[src/rtl/rmt_recovery_sequencer_if.sv]
// Recovery sequencer bus: start/status, RRMT read port, active-list walk beats and RMT write ports.
// The sequencer uses the master view; the core/RMT side uses the slave view.
interface rmt_recovery_sequencer_if #(
    parameter int COPY_WIDTH  = 2,
    parameter int WRITE_WIDTH = 2,
    parameter int PREG_BITS   = 7,
    parameter int LREG_BITS   = 6
);
    localparam int CNT_BITS = $clog2(WRITE_WIDTH + 1);

    logic                                   start;
    logic                                   startMode;
    logic                                   busy;
    logic                                   done;
    logic [COPY_WIDTH-1:0][LREG_BITS-1:0]   rrmtReadIdx;
    logic [COPY_WIDTH-1:0][PREG_BITS-1:0]   rrmtReadData;
    logic                                   alValid;
    logic [CNT_BITS-1:0]                    alCount;
    logic                                   alLast;
    logic [WRITE_WIDTH-1:0]                 alWriteReg;
    logic [WRITE_WIDTH-1:0][LREG_BITS-1:0]  alLogDst;
    logic [WRITE_WIDTH-1:0][PREG_BITS-1:0]  alPrevPhy;
    logic [WRITE_WIDTH-1:0]                 rmtWe;
    logic [WRITE_WIDTH-1:0][LREG_BITS-1:0]  rmtWaddr;
    logic [WRITE_WIDTH-1:0][PREG_BITS-1:0]  rmtWdata;

    modport master (
        input  start, startMode, rrmtReadData,
        input  alValid, alCount, alLast, alWriteReg, alLogDst, alPrevPhy,
        output busy, done, rrmtReadIdx, rmtWe, rmtWaddr, rmtWdata
    );

    modport slave (
        output start, startMode, rrmtReadData,
        output alValid, alCount, alLast, alWriteReg, alLogDst, alPrevPhy,
        input  busy, done, rrmtReadIdx, rmtWe, rmtWaddr, rmtWdata
    );
endinterface

[src/rtl/rmt_recovery_sequencer.sv]
// Restores the rename map table after a flush, either by bulk copy from the retirement RMT
// or by replaying previous mappings from an active-list walk.
//
//   state | meaning
//   IDLE  | no recovery; all RMT write ports quiet
//   COPY  | copying COPY_WIDTH RRMT entries per cycle into the RMT
//   WALK  | applying active-list beats (prevPhy -> logDst) as they arrive
module rmt_recovery_sequencer #(
    parameter int LREG_NUM    = 64,
    parameter int COPY_WIDTH  = 2,
    parameter int WRITE_WIDTH = 2,
    parameter int PREG_BITS   = 7,
    parameter int LREG_BITS   = 6
) (
    input  logic                      clk,
    input  logic                      rst,
    rmt_recovery_sequencer_if.master  bus
);
    localparam int REM_BITS = $clog2(LREG_NUM + 1);
    localparam logic [REM_BITS-1:0]  COPY_STEP = REM_BITS'(COPY_WIDTH);
    localparam logic [LREG_BITS-1:0] IDX_STEP  = LREG_BITS'(COPY_WIDTH);

    typedef enum logic [1:0] {IDLE, COPY, WALK} stateType;

    stateType             state, stateNext;
    logic [LREG_BITS-1:0] index, indexNext;
    logic [REM_BITS-1:0]  remaining, remainingNext;
    logic                 doneReg, doneNext;
    logic                 lastCopy;
    logic [REM_BITS-1:0]  copyStep;

    logic [COPY_WIDTH-1:0][LREG_BITS-1:0]  readIdx;
    logic [WRITE_WIDTH-1:0]                we;
    logic [WRITE_WIDTH-1:0][LREG_BITS-1:0] waddr;
    logic [WRITE_WIDTH-1:0][PREG_BITS-1:0] wdata;

    assign lastCopy = (remaining <= COPY_STEP);
    assign copyStep = lastCopy ? remaining : COPY_STEP;

    always_ff @(posedge clk or posedge rst) begin
        if (rst) begin
            state     <= IDLE;
            index     <= '0;
            remaining <= '0;
            doneReg   <= 1'b0;
        end else begin
            state     <= stateNext;
            index     <= indexNext;
            remaining <= remainingNext;
            doneReg   <= doneNext;
        end
    end

    // A start in any state restarts from scratch; an aborted recovery never reports done.
    always_comb begin
        stateNext     = state;
        indexNext     = index;
        remainingNext = remaining;
        doneNext      = 1'b0;
        if (bus.start) begin
            stateNext     = bus.startMode ? WALK : COPY;
            indexNext     = '0;
            remainingNext = bus.startMode ? '0 : REM_BITS'(LREG_NUM);
        end else begin
            case (state)
                COPY: begin
                    indexNext     = index + IDX_STEP;
                    remainingNext = remaining - copyStep;
                    if (lastCopy) begin
                        stateNext = IDLE;
                        doneNext  = 1'b1;
                    end
                end
                WALK: begin
                    if (bus.alValid && bus.alLast) begin
                        stateNext = IDLE;
                        doneNext  = 1'b1;
                    end
                end
                default: ;
            endcase
        end
    end

    // Start cycles are kept write-free so an abort never leaks a stale write.
    always_comb begin
        readIdx = '0;
        we      = '0;
        waddr   = '0;
        wdata   = '0;
        if (!bus.start) begin
            case (state)
                COPY: begin
                    for (int i = 0; i < COPY_WIDTH; i++) begin
                        waddr[i] = index + LREG_BITS'(i);
                        wdata[i] = bus.rrmtReadData[i];
                        if (i < int'(remaining)) begin
                            we[i]      = 1'b1;
                            readIdx[i] = index + LREG_BITS'(i);
                        end
                    end
                end
                WALK: begin
                    if (bus.alValid) begin
                        for (int i = 0; i < WRITE_WIDTH; i++) begin
                            we[i]    = (i < int'(bus.alCount)) && bus.alWriteReg[i];
                            waddr[i] = bus.alLogDst[i];
                            wdata[i] = bus.alPrevPhy[i];
                        end
                    end
                end
                default: ;
            endcase
        end
    end

    assign bus.busy        = (state != IDLE);
    assign bus.done        = doneReg;
    assign bus.rrmtReadIdx = readIdx;
    assign bus.rmtWe       = we;
    assign bus.rmtWaddr    = waddr;
    assign bus.rmtWdata    = wdata;
endmodule

[src/flat_wrapper.sv]
// flat-port wrapper written by rule: the top's interface ports become plain ports
module rmt_recovery_sequencer_flat 
#(
    parameter int LREG_NUM    = 64,
    parameter int COPY_WIDTH  = 2,
    parameter int WRITE_WIDTH = 2,
    parameter int PREG_BITS   = 7,
    parameter int LREG_BITS   = 6
)
  (clk, rst, bus_start, bus_startMode, bus_rrmtReadData, bus_alValid, bus_alCount, bus_alLast, bus_alWriteReg, bus_alLogDst, bus_alPrevPhy, bus_busy, bus_done, bus_rrmtReadIdx, bus_rmtWe, bus_rmtWaddr, bus_rmtWdata);
  rmt_recovery_sequencer_if #(.COPY_WIDTH(COPY_WIDTH), .WRITE_WIDTH(WRITE_WIDTH), .PREG_BITS(PREG_BITS), .LREG_BITS(LREG_BITS)) bus_i ();
  input  logic clk;
  input  logic rst;
  input wire logic [$bits(bus_i.start)-1:0] bus_start;
  input wire logic [$bits(bus_i.startMode)-1:0] bus_startMode;
  input wire logic [$bits(bus_i.rrmtReadData)-1:0] bus_rrmtReadData;
  input wire logic [$bits(bus_i.alValid)-1:0] bus_alValid;
  input wire logic [$bits(bus_i.alCount)-1:0] bus_alCount;
  input wire logic [$bits(bus_i.alLast)-1:0] bus_alLast;
  input wire logic [$bits(bus_i.alWriteReg)-1:0] bus_alWriteReg;
  input wire logic [$bits(bus_i.alLogDst)-1:0] bus_alLogDst;
  input wire logic [$bits(bus_i.alPrevPhy)-1:0] bus_alPrevPhy;
  output wire logic [$bits(bus_i.busy)-1:0] bus_busy;
  output wire logic [$bits(bus_i.done)-1:0] bus_done;
  output wire logic [$bits(bus_i.rrmtReadIdx)-1:0] bus_rrmtReadIdx;
  output wire logic [$bits(bus_i.rmtWe)-1:0] bus_rmtWe;
  output wire logic [$bits(bus_i.rmtWaddr)-1:0] bus_rmtWaddr;
  output wire logic [$bits(bus_i.rmtWdata)-1:0] bus_rmtWdata;
  assign bus_i.start = bus_start;
  assign bus_i.startMode = bus_startMode;
  assign bus_i.rrmtReadData = bus_rrmtReadData;
  assign bus_i.alValid = bus_alValid;
  assign bus_i.alCount = bus_alCount;
  assign bus_i.alLast = bus_alLast;
  assign bus_i.alWriteReg = bus_alWriteReg;
  assign bus_i.alLogDst = bus_alLogDst;
  assign bus_i.alPrevPhy = bus_alPrevPhy;
  assign bus_busy = bus_i.busy;
  assign bus_done = bus_i.done;
  assign bus_rrmtReadIdx = bus_i.rrmtReadIdx;
  assign bus_rmtWe = bus_i.rmtWe;
  assign bus_rmtWaddr = bus_i.rmtWaddr;
  assign bus_rmtWdata = bus_i.rmtWdata;
  rmt_recovery_sequencer #(.LREG_NUM(LREG_NUM), .COPY_WIDTH(COPY_WIDTH), .WRITE_WIDTH(WRITE_WIDTH), .PREG_BITS(PREG_BITS), .LREG_BITS(LREG_BITS)) u_core (.clk(clk), .rst(rst), .bus(bus_i));
endmodule
[config.mk]
export PLATFORM = sky130hd
export DESIGN_NAME = rmt_recovery_sequencer_flat
export DESIGN_NICKNAME = d
export VERILOG_FILES = /design/src/rtl/rmt_recovery_sequencer_if.sv /design/src/rtl/rmt_recovery_sequencer.sv /design/src/flat_wrapper.sv
export SDC_FILE = /design/constraint.sdc
export NUM_CORES = 1
export LEC_CHECK = 0
export CORE_MARGIN = 3
export CORE_UTILIZATION = 35
export CTS_CLUSTER_SIZE = 40
export DETAILED_ROUTE_END_ITERATION = 10
export PLACE_DENSITY = 0.81
export SETUP_SLACK_MARGIN = 0.02
export SYNTH_ARGS = -nofsm -noshare
export SYNTH_HDL_FRONTEND = slang
export SYNTH_SLANG_ARGS = --single-unit
[constraint.sdc]
create_clock -name clk -period 6.1 [get_ports clk]
set_input_delay 1.83 -clock clk [delete_from_list [all_inputs] [get_ports clk]]
set_output_delay 1.83 -clock clk [all_outputs]
set_load 0.005 [all_outputs]
==> results of run 1 <==
sequential cells by signal, indices dropped and copies added, names as in the netlist:
signal	flops
u_core.remaining	7
u_core.bus.done	1
u_core.state	2
u_core.index	5
cells in the mapped netlist (2+ instances only):
cell,instances
a211oi_1,2
a21oi_1,19
a221o_1,2
a22oi_1,14
and2_1,12
and4b_1,2
buf_1,3
buf_2,3
clkbuf_1,7
conb_1,2
dfrtp_1,15
ha_1,5
inv_1,6
mux2i_1,2
nand2_1,17
nand2b_1,3
nand4_1,2
nor2_1,24
nor2b_1,2
nor3_1,3
nor4_1,3
or3_1,3
xnor2_1,3
xor2_1,3
power by group through the flow:
stage                     registers, mW  clock network (mW)  logic, mW
after floorplan                   0.124                   0      0.114
after global placement            0.132                   0      0.181
after detailed placement          0.133                   0      0.186
after CTS                         0.131              0.0812      0.186
after global routing              0.135              0.0846      0.206
final                             0.132              0.0794      0.184
through the flow:
step           hold WS [ns]  instance area [um2]  setup slack, ns  std cells
2_1_floorplan        0.5051                 1291            1.664        171
3_3_place_gp         0.5283                 2216           0.5503        297
3_5_place_dp         0.5344                 2216           0.5254        297
4_1_cts              0.5499                 2261           0.5207        301
5_1_grt              0.5650                 2261           0.3701        301
6_report             0.5488                 2261           0.5263        301
final cells by class:
class,instances,area [um2]
Fill cell,320,1181
Inverter,6,22.52
Tap cell,46,57.56
Timing Repair Buffer,95,938.4
Sequential cell,15,375.4
Clock buffer,4,45.04
Multi-Input combinational cell,135,822.0
logic make-up (layout without fill, tap and decap cells):
kind of cell,Yosys count,count (layout)
adders and majority gates,5,5
and+or+nand+nor,77,77
other,2,2
buffers and inverters,21,105
AOI/OAI and AO/OA,43,43
DFF,15,15
xor gates and xnor gates,6,6
muxes,2,2
metal layers:
layer | part of all wire [%] | routed length, um | up-vias | global-route usage, %
met3 | 9.9 | 412 | 4 | 7.251
met5 | 0 | 0 | - | 0
li1 | - | - | 761 | -
met1 | 43 | 1775 | 683 | 24.33
met2 | 46 | 1930 | 75 | 29.21
met4 | 1.2 | 48 | 0 | 6.091
layout by cell type, fill, tap and decap left out, types with 5 or more instances in the layout:
cell             instances
clkdlybuf4s50_1         90
nor2_1                  24
a21oi_1                 19
nand2_1                 17
dfrtp_1                 15
a22oi_1                 14
and2_1                  12
inv_1                    6
ha_1                     5
buf_4                    5
how the worst max path moves through the flow:
stage / to / depth (start not counted) / slack, ns
2_1_floorplan: bus_rmtWaddr[10] / 5 / 1.66
3_3_place_gp: bus_rmtWaddr[4] / 6 / 0.55
3_5_place_dp: bus_rmtWaddr[10] / 6 / 0.53
4_1_cts: bus_rmtWaddr[10] / 6 / 0.52
5_1_grt: bus_rmtWaddr[1] / 6 / 0.37
6_report: bus_rmtWaddr[2] / 6 / 0.53
==> impl_metrics.csv, run 1 <==
group,metric,value,unit
cts,cts_resized,0,
power_and_ir_drop,cellLeakagePower,0.8738,nW
drt,dr.pass1.iters,4,
global_route,grt_pass1_wl,6479,um
logic_synthesis,netlist_area,1291,um2
min_path,hp-class,"reg -> reg",
setup_path,cp.arrival,3.74,ns
drt,drc_errors,0,
logic_synthesis,yosys.area_share.xor_xnor,4.070,%
logic_synthesis,synth-simple-area-share,30.62,%
logic_synthesis,synthAdderAreaFrac,4.845,%
power_and_ir_drop,switchingPower,0.1370,mW
timing,drv_slew,0,
job,drv_cap,0,
logic_synthesis,yosysSeqAreaShare,29.07,%
timing,setup_viol,0,
timing,hold_viol_final,0,
min_path,min_from,"u_core.state[0]",
power_and_ir_drop,combPwrFrac,46.5,%
logic_synthesis,synth-seq-cells,15,
global_route,antenna_found_initial,0,
power_and_ir_drop,peakVddDrop,0.07657,mV
setup_path,crit_top_cell,"clkdlybuf4s50_1",
logic_synthesis,async_flop_share,100.0,%
placement,portBuffers,90,
timing,clock_skew,0.001144,ns
timing,setup_tns,0,ns
cells_and_area,antennaDiodeCount,0,
drt,first_iter_violations,88,
floorplanning,dieArea,4454,um2
power_and_ir_drop,pwr-share-clk,20.1,%
setup_path,max_stage_delay,0.52,ns
setup_path,rrSetupSlack,4.14,ns
logic_synthesis,synthDominantCellAreaShare,29.07,%
drt,wire_per_inst,13.84,um
cts,cts_hold_buf,0,
cts,cts_tree,"built",
min_path,holdPathStages,1,
drt,avgViaCountPerCell,5.060,
timing,worst_pin_slew,0.5486,ns
cts,path_clk_slew,0.06,ns
floorplanning,die_w,66.74,um
global_route,grt_pass1_vias,1385,
timing,fin_crit_sh,91.37,%
setup_path,reg2regPathDepth,6,
cts,htree_levels,1,
logic_synthesis,synth_top_family_by_area,"simple AND/OR/NAND/NOR gates",
logic_synthesis,postSynthCellCount,171,
min_path,hold_end,"u_core.state[0]",
cts,cts_made_buffers,3,
setup_path,cp_max_fo,15,
logic_synthesis,synthFlopType,"dfrtp_1",
floorplanning,io_pins,92,
floorplanning,dieHeight,66.74,um
global_route,gr-total-overflow,0,
logic_synthesis,synthMuxAreaShare,1.550,%
setup_path,r2r_end,"u_core.remaining[3]",
setup_path,r2r-start,"u_core.state[1]",
cells_and_area,finish.utilization,65.69,%
cells_and_area,nets,311,
cts,clockBufferDepth,2,
cts,cts.sinks,15,
drt,vias,1523,
setup_path,crit_family,"buffers and inverters",
setup_path,crit_chain,"clkdlybuf4s50_1 > and2_1 > buf_4 > nand2_1 > a21oi_1 > clkdlybuf4s50_1",
placement,gp_congestion,0.7675,
cts,post-cts-setup-buffers,0,
placement,detailed_place_hpwl,3315,um
setup_path,critPathLaunchType,"input port",
global_route,grt_max_degree,36,
setup_path,critPathLaunch,"bus_alValid",
setup_path,path_buf_inv,3,
power_and_ir_drop,p_seq_share,33.4,%
timing,min_period,5.574,ns
logic_synthesis,synth_compound_area_share,22.00,%
setup_path,crit_slowest_cell,"clkdlybuf4s50_1",
drt,drtAntennaViolNets,0,
logic_synthesis,synth_edf_count,0,
logic_synthesis,syn-num-nets,226,
cts,root_buffer,"clkbuf_8",
power_and_ir_drop,internal_power,0.2581,mW
run_status,outcome,"completed",
floorplanning,core-area,3442,um2
cts,clkLatencyLatePin,0.25,ns
logic_synthesis,synth.area.top_cells,"dfrtp_1 29%, a22oi_1 8.1%, a21oi_1 7.4%, nor2_1 7.0%, and2_1 5.8%",
timing,relSlewSlack,63.39,%
power_and_ir_drop,switching_share,34.66,%
logic_synthesis,avgSynthCellArea,7.551,um2
logic_synthesis,yosysWarnings,0,
timing,rsz0062_at_grt,"no",
logic_synthesis,yosys.area.top_type,"dfrtp_1",
cells_and_area,layout-drive-gt1-share,5.098,%
power_and_ir_drop,finalPower,0.3951,mW
drt,routed_wl,4166,um
floorplanning,rows,21,
global_route,track_usage,19.00,%
setup_path,worstSetupPathType,"in -> out",
setup_path,endpoint_kind,"output pin",
timing,fmax,179.4,MHz
setup_path,worst_ep_required_time,4.27,ns
cells_and_area,area_delta_synth_final,75.10,%
power_and_ir_drop,power.density,174.8,nW/um2
floorplanning,start_util,37.51,%
logic_synthesis,synth.distinct_cells,38,
No activity file was read; power rests on OpenSTA's default activity.
==> run 2: changes to the inputs <==
- ABC_CLOCK_PERIOD_IN_PS: default -> 6100
==> results of run 2 <==
The final DEF is identical to that of run 1; final timing and power are the same.
==> run 3: changes to the inputs <==
- GPL_TIMING_DRIVEN: default -> 0
==> impl_metrics.csv, run 3 (synthesis gave the netlist of run 1 again) <==
group,metric,value,unit
setup_path,r2r_end,"u_core.remaining[4]",
cts,clockBufferDepth,2,
timing,hold_slack,0.5431,ns
job,drv_cap,0,
global_route,grt_pass1_vias,1462,
global_route,antenna_found_initial,0,
timing,setup_tns,0,ns
floorplanning,io_pins,92,
placement,gp_congestion,0.8519,
global_route,grt_pass1_wl,6844,um
placement,place_area,2250,um2
cts,cts_made_buffers,3,
drt,routed_wl,4162,um
setup_path,r2r-start,"u_core.remaining[6]",
timing,hold_viol_final,0,
min_path,hold_end,"u_core.remaining[0]",
timing,setup_viol,0,
setup_path,crit_chain,"clkdlybuf4s50_1 > and2_1 > buf_2 > buf_1 > nand2_1 > a21oi_1 > clkdlybuf4s50_1",
cells_and_area,layout-drive-gt1-share,4.906,%
drt,first_iter_violations,75,
power_and_ir_drop,peakVddDrop,0.08608,mV
drt,drtAntennaViolNets,0,
cts,cts_tree,"built",
power_and_ir_drop,finalPower,0.4002,mW
global_route,track_usage,19.84,%
timing,worst_pin_slew,0.5597,ns
floorplanning,core-area,3442,um2
setup_path,crit_top_cell,"clkdlybuf4s50_1",
cells_and_area,area_delta_synth_final,77.71,%
timing,fin_crit_sh,92.60,%
drt,vias,1548,
run_status,outcome,"completed",
timing,relSlewSlack,62.65,%
drt,avgViaCountPerCell,4.977,
floorplanning,die_w,66.74,um
cts,clkLatencyLatePin,0.24,ns
setup_path,worst_ep_required_time,4.27,ns
setup_path,reg2regPathDepth,8,
drt,dr.pass1.iters,4,
cells_and_area,layout_commonest_cell,"clkdlybuf4s50_1",
cts,cts.sinks,15,
setup_path,cp_max_fo,10,
placement,detailed_place_hpwl,3390,um
setup_path,max_stage_delay,0.54,ns
floorplanning,rows,21,
cts,htree_levels,1,
setup_path,endpoint_kind,"output pin",
timing,rsz0062_at_grt,"no",
timing,clock_skew,0.002183,ns
cells_and_area,largest_reg_flops,7,
global_route,grt_max_degree,16,
timing,fmax,177.0,MHz
cts,post-cts-setup-buffers,0,
cts,cts_resized,0,
timing,min_period,5.648,ns
floorplanning,dieArea,4454,um2
floorplanning,start_util,37.51,%
min_path,hp-class,"reg -> reg",
cts,cts_hold_buf,0,
min_path,min_from,"u_core.remaining[0]",
setup_path,crit_slowest_cell,"clkdlybuf4s50_1",
cells_and_area,antennaDiodeCount,0,
cts,root_buffer,"clkbuf_8",
setup_path,cp.arrival,3.82,ns
cells_and_area,final_cell_mix,"90 x clkdlybuf4s50_1, 24 x nor2_1, 19 x a21oi_1, 17 x nand2_1, 15 x dfrtp_1",
setup_path,critPathLaunchType,"input port",
placement,portBuffers,90,
drt,drc_errors,0,
drt,wire_per_inst,13.38,um
min_path,holdPathStages,2,
power_and_ir_drop,power.density,174.4,nW/um2
timing,drv_slew,0,
global_route,gr-total-overflow,0,
cells_and_area,nets,321,
cells_and_area,fin_area,2295,um2
setup_path,worstSetupPathType,"in -> out",
power_and_ir_drop,cellLeakagePower,0.8878,nW
cells_and_area,reg.largest.list,"u_core.remaining x7, u_core.index x5, u_core.state x2",
setup_path,rrSetupSlack,4.00,ns
cts,path_clk_slew,0.06,ns
floorplanning,dieHeight,66.74,um
cells_and_area,regMostFlops,"u_core.remaining",
[run 3: cell types whose count changed in the layout (fill, tap and decap cells not counted), sizes merged]
cell	previous run	this run
buf	5	8
clkbuf	4	11
[run 3: critical path: cells and delay by family]
kind / cells / cell delay (ns)
compound gates: 1 / 0.18
simple gates: 2 / 0.21
buf+inv: 4 / 1.59
[run 3: power breakdown]
| part | internal (mW) | total, mW | switching, mW |
|---|---|---|---|
| Clock | 0.0462 | 0.0779 | 0.0317 |
| Combinational | 0.103 | 0.196 | 0.0927 |
| Sequential | 0.111 | 0.126 | 0.0148 |
| Total | 0.261 | 0.400 | 0.139 |
[run 3: worst max-delay path by stage]
stage          depth (start not counted)   startpoint               end  slack [ns]
2_1_floorplan                          5  bus_alValid  bus_rmtWaddr[10]        1.66
3_3_place_gp                           7  bus_alValid   bus_rmtWaddr[7]        0.50
3_5_place_dp                           7  bus_alValid   bus_rmtWaddr[7]        0.46
4_1_cts                                7  bus_alValid   bus_rmtWaddr[7]        0.44
5_1_grt                                7  bus_alValid   bus_rmtWaddr[8]        0.35
6_report                               7  bus_alValid   bus_rmtWaddr[7]        0.45
[run 3: per-layer routing]
layer,vias up,global-route usage (%),part of all wire (%)
met3,5,6.577,11
li1,779,-,-
met4,0,4.569,0.86
met5,-,0,0
met1,686,25.72,42
met2,78,31.68,47
[run 3: cell type report]
cell class,count,area [um2]
clock buffers,4,45.04
repair buffers,90,900.9
multi-input cells,135,822.0
fillers,292,1147
inverters,6,22.52
plain buffers,15,71.32
flip-flops and latches,15,375.4
well taps,46,57.56
[run 3: per-stage QoR]
step                      utilization [%]  worst slack, ns  instances
after floorplan                         -            1.664        171
after global placement              65.36           0.4967        307
after detailed placement            65.36           0.4580        307
after CTS                           66.67           0.4405        311
after global routing                66.67           0.3488        311
final                               66.67           0.4517        311
